--- config.mk ---
export PLATFORM = sky130hd
export DESIGN_NAME = matrix_instruction_issuer
export DESIGN_NICKNAME = d
export VERILOG_FILES = /design/src/rtl/matrix_instruction_issuer.sv
export SDC_FILE = /design/constraint.sdc
export NUM_CORES = 2
export LEC_CHECK = 0
export ABC_AREA = 1
export CAP_MARGIN = 20
export CORE_AREA = 2 2 265 267
export CTS_CLUSTER_SIZE = 14
export DETAILED_ROUTE_END_ITERATION = 10
export DIE_AREA = 0 0 267 269
export GPL_TIMING_DRIVEN = 0
export PLACE_DENSITY = 0.67
export SLEW_MARGIN = 20
export SYNTH_ARGS = -nofsm -noshare
export SYNTH_HDL_FRONTEND = slang
export SYNTH_SLANG_ARGS = --single-unit
--- constraint.sdc ---
create_clock -name clk -period 8.1 [get_ports clk]
set_clock_uncertainty 0.2 [all_clocks]
set_input_delay 0.81 -clock clk [delete_from_list [all_inputs] [get_ports clk]]
set_output_delay 0.81 -clock clk [all_outputs]
set_load 0.005 [all_outputs]
--- src/rtl/matrix_instruction_issuer.sv ---
// matrix_instruction_issuer
//
// HPS-side initiator for the matrix coprocessor's 32-bit instruction port.
// A single command is serialised as packets in this order:
//   13 store packets for matrix A (opcode 7)
//   13 store packets for matrix B (opcode 8, only for opcodes 0..3)
//   one operation packet
//   7 load packets (opcode 9), or just one for determinant (opcode 4)
// The load data is reassembled into a 200-bit result.
//
// Every packet is held with start=1 for at least MIN_HOLD cycles.
// It completes once coproc_ready is also high.
// Packets are separated by GAP_CYCLES cycles in which instruction is 0.
// A packet still waiting after TIMEOUT cycles aborts the command with an error.
//
// Ports:
//   clk, rst          clock, synchronous active-high reset
//   cmd_*             command handshake and fields (opcode, size code, matrices A/B)
//   instruction       packet word driven to the coprocessor
//   coproc_ready      coprocessor completion level
//   coproc_data       coprocessor read data
//   coproc_overflow   coprocessor overflow flag
//   result_*          result handshake, reassembled matrix, overflow and error flags
//   busy              high from command acceptance until the result is consumed

module matrix_instruction_issuer #(
  parameter int MIN_HOLD   = 5,
  parameter int GAP_CYCLES = 2,
  parameter int TIMEOUT    = 64
) (
  input  logic         clk,
  input  logic         rst,
  input  logic         cmd_valid,
  output logic         cmd_ready,
  input  logic [3:0]   cmd_opcode,
  input  logic [1:0]   cmd_msize,
  input  logic [199:0] cmd_matrix_a,
  input  logic [199:0] cmd_matrix_b,
  output logic [31:0]  instruction,
  input  logic         coproc_ready,
  input  logic [31:0]  coproc_data,
  input  logic         coproc_overflow,
  output logic         result_valid,
  input  logic         result_ready,
  output logic [199:0] result_matrix,
  output logic         result_overflow,
  output logic         result_error,
  output logic         busy
);

  localparam int CW = $clog2(TIMEOUT + MIN_HOLD + GAP_CYCLES + 1);

  localparam logic [3:0] OP_STORE_A = 4'd7;
  localparam logic [3:0] OP_STORE_B = 4'd8;
  localparam logic [3:0] OP_LOAD    = 4'd9;
  localparam logic [3:0] OP_DET     = 4'd4;

  typedef enum logic [2:0] {
    S_IDLE,
    S_STORE_A,
    S_STORE_B,
    S_OPERATE,
    S_LOAD,
    S_RESPOND
  } state_t;

  typedef enum logic {
    PH_ISSUE,
    PH_GAP
  } phase_t;

  state_t state, state_next, after_state;
  phase_t phase, phase_next;

  logic [3:0]    pos;
  logic [CW-1:0] hold_cnt;
  logic [CW-1:0] gap_cnt;
  logic [3:0]    opcode_q;
  logic [1:0]    msize_q;
  logic [199:0]  matrix_a_q;
  logic [199:0]  matrix_b_q;
  logic [199:0]  result_q;
  logic          overflow_q;
  logic          error_q;

  logic          accept;
  logic          in_packet_state;
  logic          issuing;
  logic          complete;
  logic          timed_out;
  logic          gap_done;
  logic          last_pos;
  logic [3:0]    pkt_opcode;
  logic [15:0]   pkt_data;
  logic [199:0]  store_src;
  logic [199:0]  load_bits;
  logic [199:0]  load_mask;

  // hold_cnt counts the cycles already spent on the current packet.
  // "At least MIN_HOLD cycles held" therefore means hold_cnt >= MIN_HOLD-1
  // in the cycle being considered.
  always_comb begin
    in_packet_state = (state == S_STORE_A) || (state == S_STORE_B) ||
                      (state == S_OPERATE) || (state == S_LOAD);
    issuing   = in_packet_state && (phase == PH_ISSUE);
    complete  = issuing && coproc_ready && (hold_cnt >= CW'(MIN_HOLD - 1));
    timed_out = issuing && !complete && (hold_cnt >= CW'(TIMEOUT - 1));
    gap_done  = in_packet_state && (phase == PH_GAP) && (gap_cnt >= CW'(GAP_CYCLES - 1));
    accept    = (state == S_IDLE) && cmd_valid;
  end

  // Last position of each packet group, and the group that follows it.
  always_comb begin
    last_pos    = 1'b0;
    after_state = state;
    case (state)
      S_STORE_A: begin
        last_pos    = (pos == 4'd12);
        after_state = (opcode_q <= 4'd3) ? S_STORE_B : S_OPERATE;
      end
      S_STORE_B: begin
        last_pos    = (pos == 4'd12);
        after_state = S_OPERATE;
      end
      S_OPERATE: begin
        last_pos    = 1'b1;
        after_state = S_LOAD;
      end
      S_LOAD: begin
        last_pos    = (opcode_q == OP_DET) ? (pos == 4'd0) : (pos == 4'd6);
        after_state = S_RESPOND;
      end
      default: ;
    endcase
  end

  always_comb begin
    state_next = state;
    phase_next = phase;
    case (state)
      S_IDLE: begin
        if (cmd_valid) begin
          state_next = (cmd_opcode >= 4'd7) ? S_RESPOND : S_STORE_A;
          phase_next = PH_ISSUE;
        end
      end
      S_RESPOND: begin
        if (result_ready) begin
          state_next = S_IDLE;
          phase_next = PH_ISSUE;
        end
      end
      default: begin
        if (timed_out) begin
          state_next = S_RESPOND;
          phase_next = PH_ISSUE;
        end else if (complete) begin
          if (last_pos) begin
            state_next = after_state;
          end
          // The final load packet goes straight to RESPOND without a gap.
          phase_next = (last_pos && (after_state == S_RESPOND)) ? PH_ISSUE : PH_GAP;
        end else if (gap_done) begin
          phase_next = PH_ISSUE;
        end
      end
    endcase
  end

  always_ff @(posedge clk) begin
    if (rst) begin
      state <= S_IDLE;
      phase <= PH_ISSUE;
    end else begin
      state <= state_next;
      phase <= phase_next;
    end
  end

  // Store position p carries elements 2p and 2p+1.
  // Position 12 only has element 24, so its low byte is padded with zero.
  // Load position p lands at result bits [199-32p -: 32].
  // For position 6 the shift leaves only coproc_data[31:24], which lands in [7:0].
  always_comb begin
    store_src = (state == S_STORE_B) ? matrix_b_q : matrix_a_q;
    pkt_data  = {store_src[7:0], 8'h00};
    for (int k = 0; k < 12; k++) begin
      if (pos == 4'(k)) begin
        pkt_data = store_src[199-16*k -: 16];
      end
    end
    if (!((state == S_STORE_A) || (state == S_STORE_B))) begin
      pkt_data = 16'h0000;
    end

    case (state)
      S_STORE_A: pkt_opcode = OP_STORE_A;
      S_STORE_B: pkt_opcode = OP_STORE_B;
      S_LOAD:    pkt_opcode = OP_LOAD;
      default:   pkt_opcode = opcode_q;
    endcase

    load_bits = {coproc_data, 168'h0} >> {pos[2:0], 5'b00000};
    load_mask = {32'hFFFF_FFFF, 168'h0} >> {pos[2:0], 5'b00000};

    instruction     = issuing ? {5'b00000, pkt_data, pkt_opcode, msize_q, pos, 1'b1} : 32'h0;
    cmd_ready       = (state == S_IDLE);
    busy            = (state != S_IDLE);
    result_valid    = (state == S_RESPOND);
    result_matrix   = result_q;
    result_overflow = overflow_q;
    result_error    = error_q;
  end

  always_ff @(posedge clk) begin
    if (rst) begin
      pos        <= '0;
      hold_cnt   <= '0;
      gap_cnt    <= '0;
      opcode_q   <= '0;
      msize_q    <= '0;
      matrix_a_q <= '0;
      matrix_b_q <= '0;
      result_q   <= '0;
      overflow_q <= 1'b0;
      error_q    <= 1'b0;
    end else begin
      hold_cnt <= (issuing && !complete && !timed_out) ? hold_cnt + CW'(1) : '0;
      gap_cnt  <= (in_packet_state && (phase == PH_GAP) && !gap_done) ? gap_cnt + CW'(1) : '0;
      if (accept) begin
        pos        <= '0;
        opcode_q   <= cmd_opcode;
        msize_q    <= cmd_msize;
        matrix_a_q <= cmd_matrix_a;
        matrix_b_q <= cmd_matrix_b;
        result_q   <= '0;
        overflow_q <= 1'b0;
        error_q    <= (cmd_opcode >= 4'd7);
      end else begin
        if (complete) begin
          pos <= last_pos ? 4'd0 : pos + 4'd1;
        end
        if (complete && (state == S_OPERATE)) begin
          overflow_q <= coproc_overflow;
        end
        // Merge load data in the same cycle the packet completes.
        if (complete && (state == S_LOAD)) begin
          result_q <= (result_q & ~load_mask) | (load_bits & load_mask);
        end
        if (timed_out) begin
          error_q <= 1'b1;
        end
      end
    end
  end

endmodule
### After elaboration in Yosys (flattened, before gate mapping)

Cells that the tools add are included.
Widths: inputs -> output; s select.

* register bits after elaboration: 630
* input bits: 444
* word-level logic and storage cells: 119

* $add $sub $neg: 3
* order comparisons: 5
* equal/unequal tests: 21
* shift-type cells: 2
* mux-type cells: 37
* bitwise operators: 7
* reduce and logical (&&, ||, !) cells: 32

Operators by type and width (number)
* $and 200x200->200: 2
* $mux 16: 13
* $mux 200: 1
* $not 200->200: 1
* $or 200x200->200: 1
* $shr 200x8->200: 1
* $shr 200x8->200 const A: 1
* $mux 27: 1
* $eq 4x3->1 const B: 5
* $eq 4x4->1 const B: 5
* $mux 3: 6
* $add 7x1->7 const B: 2
* $logic_and 1x1->1: 13
* $pmux 3 s4: 1
* $pmux 4 s3: 1
* $mux 1: 10
* $eq 3x3->1 const B: 3
* $eq 4x2->1 const B: 2
* $reduce_bool 4->1: 2
* $reduce_or 2->1: 4
* $ge 7x1->1 const B: 1
* $ge 7x3->1 const B: 1
* $ge 7x6->1 const B: 1
* $eq 3x2->1 const B: 2
* 21 further kinds: 27

### Longest topological paths before layout

* word-level depth: 16
* mapped depth: 27

### Least setup slack after synthesis

Ideal clock, no wire load.

* kind: register -> output
* start: reg pos[1]
* end: out instruction[22]
* data arrival time: 2.681 ns
* required time: 7.090 ns
* slack: 4.409 ns
* stages on the path, launching flop included: 24
* path buffers: 4
* cells stage by stage: dfxtp_1 -> clkinv_1 -> clkbuf_1 -> ha_1 -> buf_2 -> nand2_1 -> nor2_1 -> inv_1 -> clkbuf_1 -> buf_2 -> nand2_1 -> nand2_1 -> nand2_1 -> nand2_1 -> nand2_1 -> nand2_1 -> nand2_1 -> nand2_1 -> nand2_1 -> nand2_1 -> nand2_1 -> nand2_1 -> nand2_1 -> a21oi_1

* longest elaborated chain between the ends: 15
* elaborated cells between the ends (all ways): 26
* classes of those cells: 11 x eq/ne; 14 x mux; 1 x reduce/logical

RTL lines
* from (decl): line 75 `logic [3:0] pos;`
* from (signal assigned): line 241 `pos <= last_pos ? 4'd0 : pos + 4'd1;`
* $logic_not 4->1: line 188 `if (pos == 4'(k)) begin`
* $mux 16 (11 in a row): line 188
* $mux 16 (*): line 188
* $mux 16 (*): line 192 `if (!((state == S_STORE_A) || (state == S_STORE_B))) begin`
* $mux 27 (*): line 206 `instruction = issuing ? {5'b00000, pkt_data, pkt_opcode, msize_q, pos, 1'b1} : 32'h0;`
* to (decl): line 39 `output logic [31:0] instruction,`

Mark *: on every way between the ends. The rest lies on a longest branch, timed or not.

### Final worst setup path

* start: reg pos[0]
* end: out instruction[22]

Same word-level chain as after synthesis.

==> flow_results.org <==
** Clock tree
- Clock tree from TritonCTS :: yes
- Buffers added to address setup during post-CTS repair amount to 0.
- For this design, the sink count on the clock tree is 630.
- The H-tree generated during clock tree synthesis spans 3 levels.
- Counting along the longest clock path gives a buffer depth of 3.
- CTS Root Buffer Type :: sky130_fd_sc_hd__clkbuf_16
- Gates resized during post-CTS repair numbered 0.
- After clock tree synthesis, the clock-pin slew on the worst setup and hold paths is about 0.06 ns.
- For the worst-skew pair, the clock arrives at the later sink with an insertion delay of 0.63 ns.
- Hold Buf Count CTS :: 0
- Number of buffers created by CTS :: 72

** Critical path
- Arrival time worst endpoint :: about 5.6 ns
- Largest stage delay on the critical path :: around 0.56 ns
- The worst register-to-register path begins at pos[0].
- Data on the critical path is required at its endpoint by roughly 7.1 ns.
- The critical path in this run is classified as flop to primary output.
- The setup check on the worst reg-to-reg path leaves a slack of between 4 and 5 ns.
- Nature of the critical path endpoint :: primary output
- Most frequent CP cell :: sky130_fd_sc_hd__nand2_1
- Counting cells, the worst reg-to-reg path comes to 10.
- Max FO, Critical Path :: 11
- The worst setup path is launched from a flop.
- Among all stages on the critical path, the largest delay is contributed by sky130_fd_sc_hd__clkdlybuf4s50_1.

** Placed design
- Final GP Congestion :: 0.996
- Detailed placement finished with a half-perimeter wire length of ~100000 µm.
- Port-buffer cells :: between 600 and 700
- Worst slack at placement :: 2.27 ns

** Synth
- Of all flip-flops after synthesis, the portion carrying an async set or reset was 0%.
- Gate Count Post-Synth :: slightly below 4000
- Sequential element share of the synthesized area :: 45.9%
- List of most frequent post-synthesis cells :: sky130_fd_sc_hd__a21oi_1, sky130_fd_sc_hd__dfxtp_1, sky130_fd_sc_hd__nand2_1, sky130_fd_sc_hd__o21ai_0, sky130_fd_sc_hd__inv_1
- Yosys instantiated no cell more often than sky130_fd_sc_hd__a21oi_1.
- Cell type with the largest total area after synthesis :: sky130_fd_sc_hd__dfxtp_1
- Number of enable flip-flop cells after synthesis :: 0
- Sorting the synthesized cells by area gives the leading types as sky130_fd_sc_hd__dfxtp_1, sky130_fd_sc_hd__a21oi_1, sky130_fd_sc_hd__o21ai_0, sky130_fd_sc_hd__nand2_1, sky130_fd_sc_hd__inv_1.
- For this run, the number of Yosys warnings is 0.
- Count of state elements after synthesis :: 630
- In this run the biggest area consumer among cell types represents about 46% of the synthesized area.
- In this run the mean area of a mapped cell was slightly above 7 µm².
- Primary flip-flop cell chosen by synthesis mapping :: sky130_fd_sc_hd__dfxtp_1
- Cell area after technology mapping :: 27500 µm²
- Number of library cell types mapped by synthesis :: between 40 and 50

** Routing
- Detailed router's first-iteration violation count :: 2745
- Ratio of routed vias to standard cells :: about 5.2
- After detailed routing, the number of remaining DRC violations is 0.
- Post-DR wirelength/cell :: about 22 µm
- The final layout contains routed wiring with a total length of roughly 120000 µm.
- Summing over every cut layer, the via total after detailed routing is a little under 30000.
- The count of nets left with antenna violations once routing finished came out at 0.
- TritonRoute pass-1 iters :: 6

** Timing
- Final number of hold-violating endpoints :: 0
- Slew Limit Headroom :: 21.9%
- In the final timing run, aggregate negative setup slack is 0 ns.
- Total count of max-transition violations in the final report :: 0
- Top achievable clock speed :: around 0.15 GHz
- At the pin with the least slew margin, the transition time is approximately 1.2 ns.
- Setup repair after global routing left no endpoint under its margin.
- Setup violations remaining at the end of the flow were counted as 0.
- Dividing the final minimum period by the clock period gives approximately four fifths.
- Minimum setup slack in the final design :: about 1.5 ns
- Minimum clock period :: between 6 and 7 ns

** Finish
- Relative to the synthesized area, the layout overhead comes to 38.1%.
- Layout cells sized above 1 :: 4.79%
- NumNets Final :: 5116
- Final core utilization :: about 55%

** Power
- PwrDens :: approximately 290 nW/µm²
- The completed layout was analyzed and its total power is 10.9 mW.
- The worst-case IR drop observed on VDD is between 0.00015 and 0.0002 V.
- For this design the static power due to leakage is roughly 15 nW.

** GRT
- Total global-route track usage :: around a third
- Antenna violations before repair :: 53
- Entering global routing, the biggest net connects 13 pins.
- Number of global-route vias before repair :: roughly 28000
- Global-route wire length before repair :: 175000 µm
- Overflow left after global routing :: 0

** Die
- Once the floorplan was initialized, standard cells occupied approximately two fifths of the core.
- Die width :: 267 µm
- After floorplanning, the core was sized to cover just under 70000 µm².
- Die outline height :: approximately 270 µm
- I/O pins :: ~680
- Row generation in the floorplan step produced 97 rows.
- The floorplan step defined a die boundary enclosing ~72000 µm².

** Min path
- The min-delay analysis places its worst path in the category flop to flop.
- Worst hold stages :: 2

** Run status
- Status :: complete, no violations

** Flow run
- Count of maximum capacitance violations :: 0
## report_power, final
part | total, mW | switching (mW) | internal, mW | leakage, nW
clock network | 3.36 | 1.37 | 1.99 | 1.21
logic | 3.73 | 2.60 | 1.12 | 8.59
registers | 3.77 | 0.185 | 3.59 | 5.14
## kinds of logic (layout without fill, tap and decap cells)
group | Yosys count | count (layout) | share of synthesized area (%)
XOR/XNOR | 2 | 2 | 0.0637
other | 1 | 32 | 0.0136
adder cells (fa/ha/maj) | 9 | 9 | 0.410
AO/OA/AOI/OAI | 1281 | 1281 | 23.7
AND/OR/NAND/NOR | 1267 | 1267 | 19.7
flip-flops | 630 | 630 | 45.9
buffers and inverters | 714 | 1521 | 10.3
## stage by stage
| step | instance area [µm²] | hold WS (ns) | cells |
|---|---|---|---|
| after global routing | 37900 | 0.259 | 5667 |
| after floorplan | 27500 | 0.217 | 3913 |
| after global placement | 35500 | 0.231 | 5528 |
| after detailed placement | 35500 | 0.235 | 5529 |
| final | 38000 | 0.242 | 5682 |
| after CTS | 37900 | 0.244 | 5660 |
## final cells by class
class,count,area [µm²]
diodes,22,55.1
inverters,393,1480
clock buffers,112,2210
flip-flops and latches,630,12600
well taps,940,1180
fillers,6873,31300
multi-input cells,2569,12100
clock inverters,19,229
plain buffers,321,1350
repair buffers,676,6770
## worst max path at each step
stage / from / end / slack, ns
4_1_cts: pos[0] / instruction[22] / 1.57
3_5_place_dp: pos[0] / instruction[22] / 2.27
5_1_grt: pos[0] / instruction[22] / 1.27
3_3_place_gp: pos[0] / instruction[22] / 2.22
6_report: pos[0] / instruction[22] / 1.50
2_1_floorplan: pos[1] / instruction[22] / 4.41
## worst max-delay path: cells and delay by family (launching register included)
kind	cells	cell delay, ns
flops	1	0.36
simple gates	15	1.45
fa+ha+maj	1	0.37
buf+inv	8	2.51
compound gates	1	0.27
## metal layers
metal | wire (µm) | global-route usage [%] | vias up
met5 | 364 | 0 | -
met2 | 59700 | 57.6 | 1307
met1 | 45400 | 36.0 | 13700
met4 | 6470 | 16.9 | 56
li1 | - | - | 14400
met3 | 11500 | 10.7 | 344
## placed cells by master (no fill, tap or decap), drive strengths merged, types with 24 or more instances in the layout
master	netlist	layout
a21oi	698	698
clkdlybuf4s50	0	675
nand2	631	631
dfxtp	630	630
o21ai	548	548
inv	389	392
clkbuf	227	339
nor2	291	291
nand3	278	278
buf	94	95
or3	32	32
nor3	24	24
No activity file was read; power rests on OpenSTA's default activity.
